[config.mk]
export PLATFORM = sky130hd
export DESIGN_NAME = ht_res_arb
export DESIGN_NICKNAME = d
export VERILOG_FILES = /design/src/rtl/hash_table_pkg.sv /design/src/rtl/ht_res_skid.sv /design/src/rtl/ht_res_arb.sv
export SDC_FILE = /design/constraint.sdc
export NUM_CORES = 1
export LEC_CHECK = 0
export BUFFER_PORTS_ARGS = -buffer_cell sky130_fd_sc_hd__buf_2
export CAP_MARGIN = 20
export CELL_PAD_IN_SITES_DETAIL_PLACEMENT = 0
export CELL_PAD_IN_SITES_GLOBAL_PLACEMENT = 2
export CORE_AREA = 2 2 145 147
export CTS_BUF_LIST = sky130_fd_sc_hd__clkbuf_4
export DETAILED_ROUTE_END_ITERATION = 12
export DIE_AREA = 0 0 147 149
export PLACE_DENSITY = 0.91
export SYNTH_ARGS = -nofsm -noshare
export SYNTH_HDL_FRONTEND = slang
export SYNTH_SLANG_ARGS = --single-unit
[constraint.sdc]
create_clock -name clk_i -period 8.55 [get_ports clk_i]
set_clock_uncertainty 0.05 [all_clocks]
set_input_delay 1.2825 -clock clk_i [delete_from_list [all_inputs] [get_ports clk_i]]
set_output_delay 1.2825 -clock clk_i [all_outputs]
set_load 0.01 [all_outputs]
[src/rtl/hash_table_pkg.sv]
// Shared types for the hash-table engines and their result path.
package hash_table;

    typedef struct packed {
        logic        hit;
        logic [15:0] key;
        logic [31:0] value;
    } ht_result_t;

    typedef enum logic {
        ARB_RR,
        ARB_FIXED
    } ht_arb_mode_t;

endpackage

[src/rtl/ht_res_skid.sv]
// Two-entry valid/ready skid buffer: main register drives the outputs, skid catches
// the one extra beat taken while main is stalled. in_ready_o comes straight from a flop.
module ht_res_skid #(
    parameter type T = logic [7:0]
) (
    input  logic clk_i,
    input  logic rst_i,
    input  T     in_data_i,
    input  logic in_valid_i,
    output logic in_ready_o,
    output T     out_data_o,
    output logic out_valid_o,
    input  logic out_ready_i
);

    T     main_q, main_d;
    T     skid_q, skid_d;
    logic main_vld_q, main_vld_d;
    logic skid_vld_q, skid_vld_d;
    logic acc;

    assign in_ready_o  = !skid_vld_q;
    assign acc         = in_valid_i && in_ready_o;
    assign out_data_o  = main_q;
    assign out_valid_o = main_vld_q;

    always_comb begin
        main_d     = main_q;
        main_vld_d = main_vld_q;
        skid_d     = skid_q;
        skid_vld_d = skid_vld_q;
        if (!main_vld_q || out_ready_i) begin
            // Main is free this cycle; skid has priority so order is kept.
            if (skid_vld_q) begin
                main_d     = skid_q;
                main_vld_d = 1'b1;
                skid_vld_d = 1'b0;
            end else begin
                main_vld_d = acc;
                if (acc) begin
                    main_d = in_data_i;
                end
            end
        end else if (acc) begin
            skid_d     = in_data_i;
            skid_vld_d = 1'b1;
        end
    end

    always_ff @(posedge clk_i) begin
        if (rst_i) begin
            main_q     <= '0;
            main_vld_q <= 1'b0;
            skid_vld_q <= 1'b0;
        end else begin
            main_q     <= main_d;
            main_vld_q <= main_vld_d;
            skid_vld_q <= skid_vld_d;
        end
        skid_q <= skid_d;
    end

endmodule

[src/rtl/ht_res_arb.sv]
// N-to-1 merger of per-engine hash-table result streams with round-robin or
// fixed-priority grant, source-channel tagging and a registered skid output stage.
module ht_res_arb
    import hash_table::*;
#(
    parameter int           CHANNELS = 4,
    parameter ht_arb_mode_t ARB_MODE = ARB_RR,
    localparam int          CH_W     = (CHANNELS > 1) ? $clog2(CHANNELS) : 1
) (
    input  logic                         clk_i,
    input  logic                         rst_i,
    input  ht_result_t [CHANNELS-1:0]    res_i,
    input  logic [CHANNELS-1:0]          res_valid_i,
    output logic [CHANNELS-1:0]          res_ready_o,
    output ht_result_t                   res_o,
    output logic [CH_W-1:0]              res_chan_o,
    output logic                         res_valid_o,
    input  logic                         res_ready_i
);

    typedef struct packed {
        ht_result_t      res;
        logic [CH_W-1:0] chan;
    } payload_t;

    logic [CHANNELS-1:0] grant;
    logic [CH_W-1:0]     gidx;
    logic                found;
    logic                can_accept;
    logic                acc;
    logic [CH_W-1:0]     rr_ptr_q, rr_ptr_d;
    payload_t            in_pl, out_pl;

    // Search starts at rr_ptr in round-robin mode and at 0 in fixed mode.
    always_comb begin
        grant = '0;
        gidx  = '0;
        found = 1'b0;
        for (int i = 0; i < CHANNELS; i++) begin
            logic [CH_W-1:0] cidx;
            cidx = CH_W'((((ARB_MODE == ARB_RR) ? int'(rr_ptr_q) : 0) + i) % CHANNELS);
            if (!found && res_valid_i[cidx]) begin
                found = 1'b1;
                gidx  = cidx;
            end
        end
        grant[gidx] = found;
    end

    assign acc         = found && can_accept && !rst_i;
    assign res_ready_o = grant & {CHANNELS{can_accept && !rst_i}};

    always_comb begin
        rr_ptr_d = rr_ptr_q;
        if (acc) begin
            rr_ptr_d = CH_W'((int'(gidx) + 1) % CHANNELS);
        end
    end

    always_ff @(posedge clk_i) begin
        if (rst_i) begin
            rr_ptr_q <= '0;
        end else begin
            rr_ptr_q <= rr_ptr_d;
        end
    end

    assign in_pl.res  = res_i[gidx];
    assign in_pl.chan = gidx;

    ht_res_skid #(
        .T(payload_t)
    ) u_skid (
        .clk_i      (clk_i),
        .rst_i      (rst_i),
        .in_data_i  (in_pl),
        .in_valid_i (found && !rst_i),
        .in_ready_o (can_accept),
        .out_data_o (out_pl),
        .out_valid_o(res_valid_o),
        .out_ready_i(res_ready_i)
    );

    assign res_o      = out_pl.res;
    assign res_chan_o = (CHANNELS > 1) ? out_pl.chan : '0;

endmodule

# --- Yosys cells after proc, flatten, opt, wreduce, memory -nomap -nowiden ---
# Cells that the tools add are included.
classes:
  mux: 23
  bitwise: 3
  order_cmp: 6
  n_reduce_logical: 20
  add_sub_neg: 4
op_table:
  columns: ["cell", "n"]
  rows:
  - ["$mux 51", 2]
  - ["$bmux 49 s2", 1]
  - ["$mux 49", 1]
  - ["$lt 2x3->1 const B", 5]
  - ["$mux 1", 10]
  - ["$logic_and 1x1->1", 9]
  - ["$and 4x4->4", 2]
  - ["$bmux 1 s2", 4]
  - ["$mux 2", 4]
  - ["$logic_not 1->1", 6]
  - ["$add 2x1->2 const B", 2]
  - ["$add 2x2->2 const B", 2]
  - ["$reduce_and 2->1", 2]
  - ["$demux 1 s2", 1]
  - ["$ge 2x1->1 const B", 1]
  - ["$reduce_bool 2->1", 1]
  - ["$reduce_or 2->1", 1]
  - ["$logic_or 1x1->1", 1]
  - ["$not 1->1", 1]
totals:
  ff_bits: 106
  output_inout_bits: 56
  inputBits: 203
  word_cells: 67

# --- Longest topological paths before layout ---
logic_depth:
  ltp_word: 18
  ltp_mapped: 9
  ltp_nobuf: 7

# --- By module ---
# A second synthesis with hierarchy kept.
unflattened:
  hier_cells: 489
  area_unflattened_um2: 6014.5
by_module_without_submodules:
  columns: ["mod", "cells_each", "area_each_um2", "instances", "seq_area_each_um2"]
  rows:
  - ["ht_res_skid", 295, 4209.0, 1, 2592.5]
  - ["ht_res_arb", 194, 1805.5, 1, 40.0]

# --- Worst setup path after synthesis ---
# No wires, ideal clock.
synth_path:
  kind: "input to register"
  from: "input port res_valid_i[3]"
  to: "register u_skid.skid_q[0] (netlist bit) (enable)"
  path_slack_ns: 2.614
  stages: 3
  required_ns: 7.967
  t_arrival_ns: 5.352
  setup_time_ns: 0.533
  n_path_buf: 0
  path_cell_list: "nor2_1 a31oi_1 nor3b_1"
synth_between:
  elab_chain_cells: 15
  elab_cells_between_ends: 21
  cone_classes: "mux: 12; reduce/logical: 9"
synth_rtl:
  columns: ["element", "line_no", "source"]
  rows:
  - ["start, declared", "ht_res_arb.sv:13", "input logic [CHANNELS-1:0] res_valid_i,"]
  - ["$bmux 1 s2", "ht_res_arb.sv:42", "if (!found && res_valid_i[cidx]) begin"]
  - ["$mux 1 (implied by the code)", "ht_res_arb.sv:42", null]
  - ["$mux 1", "ht_res_arb.sv:42", null]
  - ["$logic_not 1->1", "ht_res_arb.sv:42", null]
  - ["$logic_and 1x1->1", "ht_res_arb.sv:42", null]
  - ["$mux 1", "ht_res_arb.sv:42", null]
  - ["$logic_not 1->1", "ht_res_arb.sv:42", null]
  - ["$logic_and 1x1->1", "ht_res_arb.sv:42", null]
  - ["$mux 1", "ht_res_arb.sv:42", null]
  - ["$logic_not 1->1", "ht_res_arb.sv:42", null]
  - ["$logic_and 1x1->1", "ht_res_arb.sv:42", null]
  - ["$mux 1 (*)", "ht_res_arb.sv:42", null]
  - ["$logic_and 1x1->1 (*)", "ht_res_arb.sv:77", ".in_valid_i (found && !rst_i),"]
  - ["$logic_and 1x1->1 (*)", "ht_res_skid.sv:23", "assign acc = in_valid_i && in_ready_o;"]
  - ["$reduce_and 2->1 (no source line) (*)", null, null]
  - ["end signal, assigned", "ht_res_skid.sv:60", "skid_q <= skid_d;"]
  - ["end, declared", "ht_res_skid.sv:17", "T skid_q, skid_d;"]
# Every way passes the cells marked *; elsewhere a longest branch is shown, timed or not. The select of a mux whose other input is x is not followed.
# A chain may end at the register's enable or synchronous reset.

# --- Final worst setup path ---
layout_path:
  from: "input port res_valid_i[1]"
  to: "output port res_ready_o[3]"
layout_between:
  elab_chain_cells: 18
  elab_cells_between_ends: 29
  cone_classes: "order compare: 2; mux: 18; bitwise: 2; reduce/logical: 7"
layout_rtl:
  columns: ["element", "line_no", "source"]
  rows:
  - ["$bmux 1 s2", "ht_res_arb.sv:42", null]
  - ["$mux 1 (implied by the code)", "ht_res_arb.sv:42", null]
  - ["$mux 1", "ht_res_arb.sv:42", null]
  - ["$logic_not 1->1", "ht_res_arb.sv:42", null]
  - ["$logic_and 1x1->1", "ht_res_arb.sv:42", null]
  - ["$mux 1", "ht_res_arb.sv:42", null]
  - ["$logic_not 1->1", "ht_res_arb.sv:42", null]
  - ["$logic_and 1x1->1", "ht_res_arb.sv:42", null]
  - ["(+2 left out)", null, null]
  - ["$logic_and 1x1->1", "ht_res_arb.sv:42", null]
  - ["$mux 2", "ht_res_arb.sv:42", null]
  - ["$lt 2x3->1 (implied by the code) / $ge 2x1->1 (equally long branches)", "ht_res_arb.sv:47", "grant[gidx] = found;"]
  - ["$logic_and 1x1->1 (implied by the code)", "ht_res_arb.sv:47", null]
  - ["$mux 1 (implied by the code)", "ht_res_arb.sv:47", null]
  - ["$demux 1 s2", "ht_res_arb.sv:47", null]
  - ["$and 4x4->4 (no source line) (*)", null, null]
  - ["$and 4x4->4 (*)", "ht_res_arb.sv:51", "assign res_ready_o = grant & {CHANNELS{can_accept && !rst_i}};"]
  - ["end, declared", "ht_res_arb.sv:14", "output logic [CHANNELS-1:0] res_ready_o,"]
# Marked as above.

==> qor.yml <==
global_route:
  grt.total_usage: 0.1790
  grt_pass1_vias: 5886
  use_met1: 0.2308
  met2_usage: 0.3052
  grt_max_degree: 84
  busiest_layer: "met2"
  antenna_found_initial: 0
  grt_overflow: 0
  grt_pass1_wl_mm: 31.27
  grt_use_met3: 0.03700
route:
  wl_per_cell_um: 17.36
  drt_first_pass_iters: 5
  via_count: 6093
  drt_iter0_markers: 264
  drc: 0
  routed_wl_mm: 19.96
  avgViaCountPerCell: 5.298
  antenna_left: 0
outcome:
  outcome: "complete, no violations"
logic_synthesis:
  ys_top_cells_by_area: "edfxtp_1, dfxtp_1, a311oi_2"
  yosysMostFrequentCell: "nand2_1"
  synth-compound-area-share: 0.3178
  synth-xor-area-share: 0
  yosysSeqAreaShare: 0.4268
  synth_top_area_share: 0.2483
  synthMuxAreaShare: 0
  synth_edf_count: 51
  synth_area_um2: 6168
  yosys-top-cells-count: "nand2_1, nor2_1, dfxtp_1"
  avgSynthCellArea_um2: 9.290
  synthArstFlopShare: 0
  synth_top_family_by_area: "compound AO/OA/AOI/OAI gates"
  synth_nets: 867
  netlist_instances: 664
  post_synth_num_cell_types: 29
  synth-warning-count: 0
  synth-simple-area-share: 0.1978
  yosys_register_bits: 106
  synth_ff_type: "dfxtp_1"
  yosysTopAreaCell: "edfxtp_1"
  synthAdderAreaFrac: 0
setup_path:
  rrSetupSlack_ns: 5.08
  path_class: "in2out"
  cp_max_fo: 75
  slowest_stage: "buf_4"
  worstReg2RegEnd: "u_skid.out_data_o[43]"
  startpoint_type: "input pin"
  critical-path-top-delay-family: "buffers and inverters"
  arrival_ns: 3.65
  worstSetupEndpointType: "output port"
  crit_chain: "buf_2 -> clkinv_1 -> a21oi_4 -> buf_4 -> or2_4 -> buf_4 -> nor2_1 -> buf_2"
  r2r-start: "rr_ptr_q[0]"
  critPathMaxStageDelay_ns: 0.69
  crit_cells: 8
  r2r_cells: 8
  critPathRequiredTime_ns: 7.22
  critPathBufInv: 5
worst_hold_path:
  hold_class: "reg2reg"
  hold_end: "u_skid.out_data_o[48]"
  hold_depth: 2
  min_from: "u_skid.out_data_o[48]"
layout:
  final_cell_area_um2: 7751
  finalNetCount: 1072
  drive_gt1_frac: 0.3833
  syn_to_final_growth_pct: 25.66
  fin_util: 0.3771
sta:
  period_minus_slack_ns: 4.978
  relSlewSlack: 0.3761
  hold_viol_final: 0
  slew_viol_final: 0
  maxClockFrequency_mhz: 200.9
  fin_tns_setup_ns: 0
  worst_pin_slew_ns: 0.9359
  setup_viol: 0
  rsz0062_at_grt: "false"
  finalHoldWorstSlack_ns: 0.4656
  period_share: 0.5822
cts:
  cts_hold_buf: 0
  cts_buffer_depth: 2
  cts_resized: 0
  clk_latency_ns: 0.48
  clk_pin_slew_ns: 0.16
  htreeDepth: 3
  postCtsSetupRepairBufs: 0
  cts_tree: "built"
  cts_root_buf: "clkbuf_4"
  cts_buffers: 9
  cts_sinks: 106
power_and_ir_drop:
  power_leakage_nw: 2.959
  max-vdd-ir-drop_uv: 72.63
  powerDensity_nw_per_um2: 175.8
  total_power_mw: 1.363
job:
  drv_cap: 0
floorplanning:
  initial_core_util: 0.3001
  die-height_um: 149
  core_area_um2: 20560
  die-area_um2: 21900
  rows: 53
  io-pin-count: 259
  fp.dieW_um: 147
place:
  gp_congestion: 0.7649
  hpwl_mm: 13.33
  portBuffers: 258
  placed_area_um2: 7587
==> where the power goes <==
| part | internal [mW] | switching [mW] |
|---|---|---|
| clock | 0.125 | 0.174 |
| sequential | 0.584 | 0.0190 |
| combinational | 0.189 | 0.272 |
| total | 0.898 | 0.465 |
==> worst max path at each step <==
stage | end | from
5_1_grt | res_ready_o[3] | res_valid_i[1]
3_3_place_gp | res_ready_o[3] | res_valid_i[1]
6_report | res_ready_o[3] | res_valid_i[1]
3_5_place_dp | res_ready_o[3] | res_valid_i[1]
4_1_cts | res_ready_o[3] | res_valid_i[1]
2_1_floorplan | u_skid.skid_q[0] | res_valid_i[3]
==> cell families after synthesis <==
kind of cell,Yosys count
compound gates,210
buf+inv,78
flops,106
simple gates,270
==> worst reg2reg max path, cell delays in order, from the launching register on <==
cell and delay (ns):
dfxtp_1 0.38, nand2b_1 0.21, a21oi_4 0.16, buf_4 0.53, or2_4 0.47, buf_4 0.69
a211oi_1 0.31, a311o_1 0.38, a311oi_2 0.23
==> sequential cells by signal, summed over array words and instances, names as in the netlist <==
name and cells:
rr_ptr_q 2, u_skid.out_data_o 51, u_skid.out_valid_o 1, u_skid.skid_q 51, u_skid.skid_vld_q 1
==> layout make-up <==
| type | instances | area [µm²] |
|---|---|---|
| fill | 2179 | 12810 |
| multi-input combinational | 480 | 3227 |
| sequential | 106 | 2636 |
| timing repair buffer | 267 | 1361 |
| tap | 275 | 344.1 |
| clock buffer | 11 | 82.58 |
| clock inverter | 5 | 78.83 |
| inverter | 5 | 18.77 |
| antenna | 1 | 2.502 |
==> routing by layer <==
metal	wire length, µm	part of all wire	up-vias
li1	-	-	2959
met1	8823	0.44	2913
met2	9514	0.48	205
met3	1366	0.068	16
met4	255	0.013	0
met5	0	0	-
==> cell usage in the layout, fill, tap and decap left out, types with 2 or more instances in the layout <==
master,netlist,layout
o211ai_1,2,2
nor2_1,58,58
o21ai_0,2,2
buf_2,5,257
edfxtp_1,51,51
inv_2,2,2
a211oi_1,49,49
a311oi_1,7,7
clkbuf_4,0,11
nand2b_1,4,4
nand2_1,154,154
a311oi_2,44,43
a311o_1,49,49
clkinv_2,0,2
dfxtp_1,55,54
a31oi_1,50,50
a21oi_1,3,2
nor2b_1,2,2
bufinv_16,0,2
inv_1,2,2
buf_4,3,10
nor3b_1,50,49
==> through the flow <==
step	worst slack [ns]	cells
2_1_floorplan	2.614	664
4_1_cts	3.552	1149
5_1_grt	3.370	1149
3_5_place_dp	3.535	1133
6_report	3.572	1150
3_3_place_gp	3.539	1133
No activity file was read; power rests on OpenSTA's default activity.
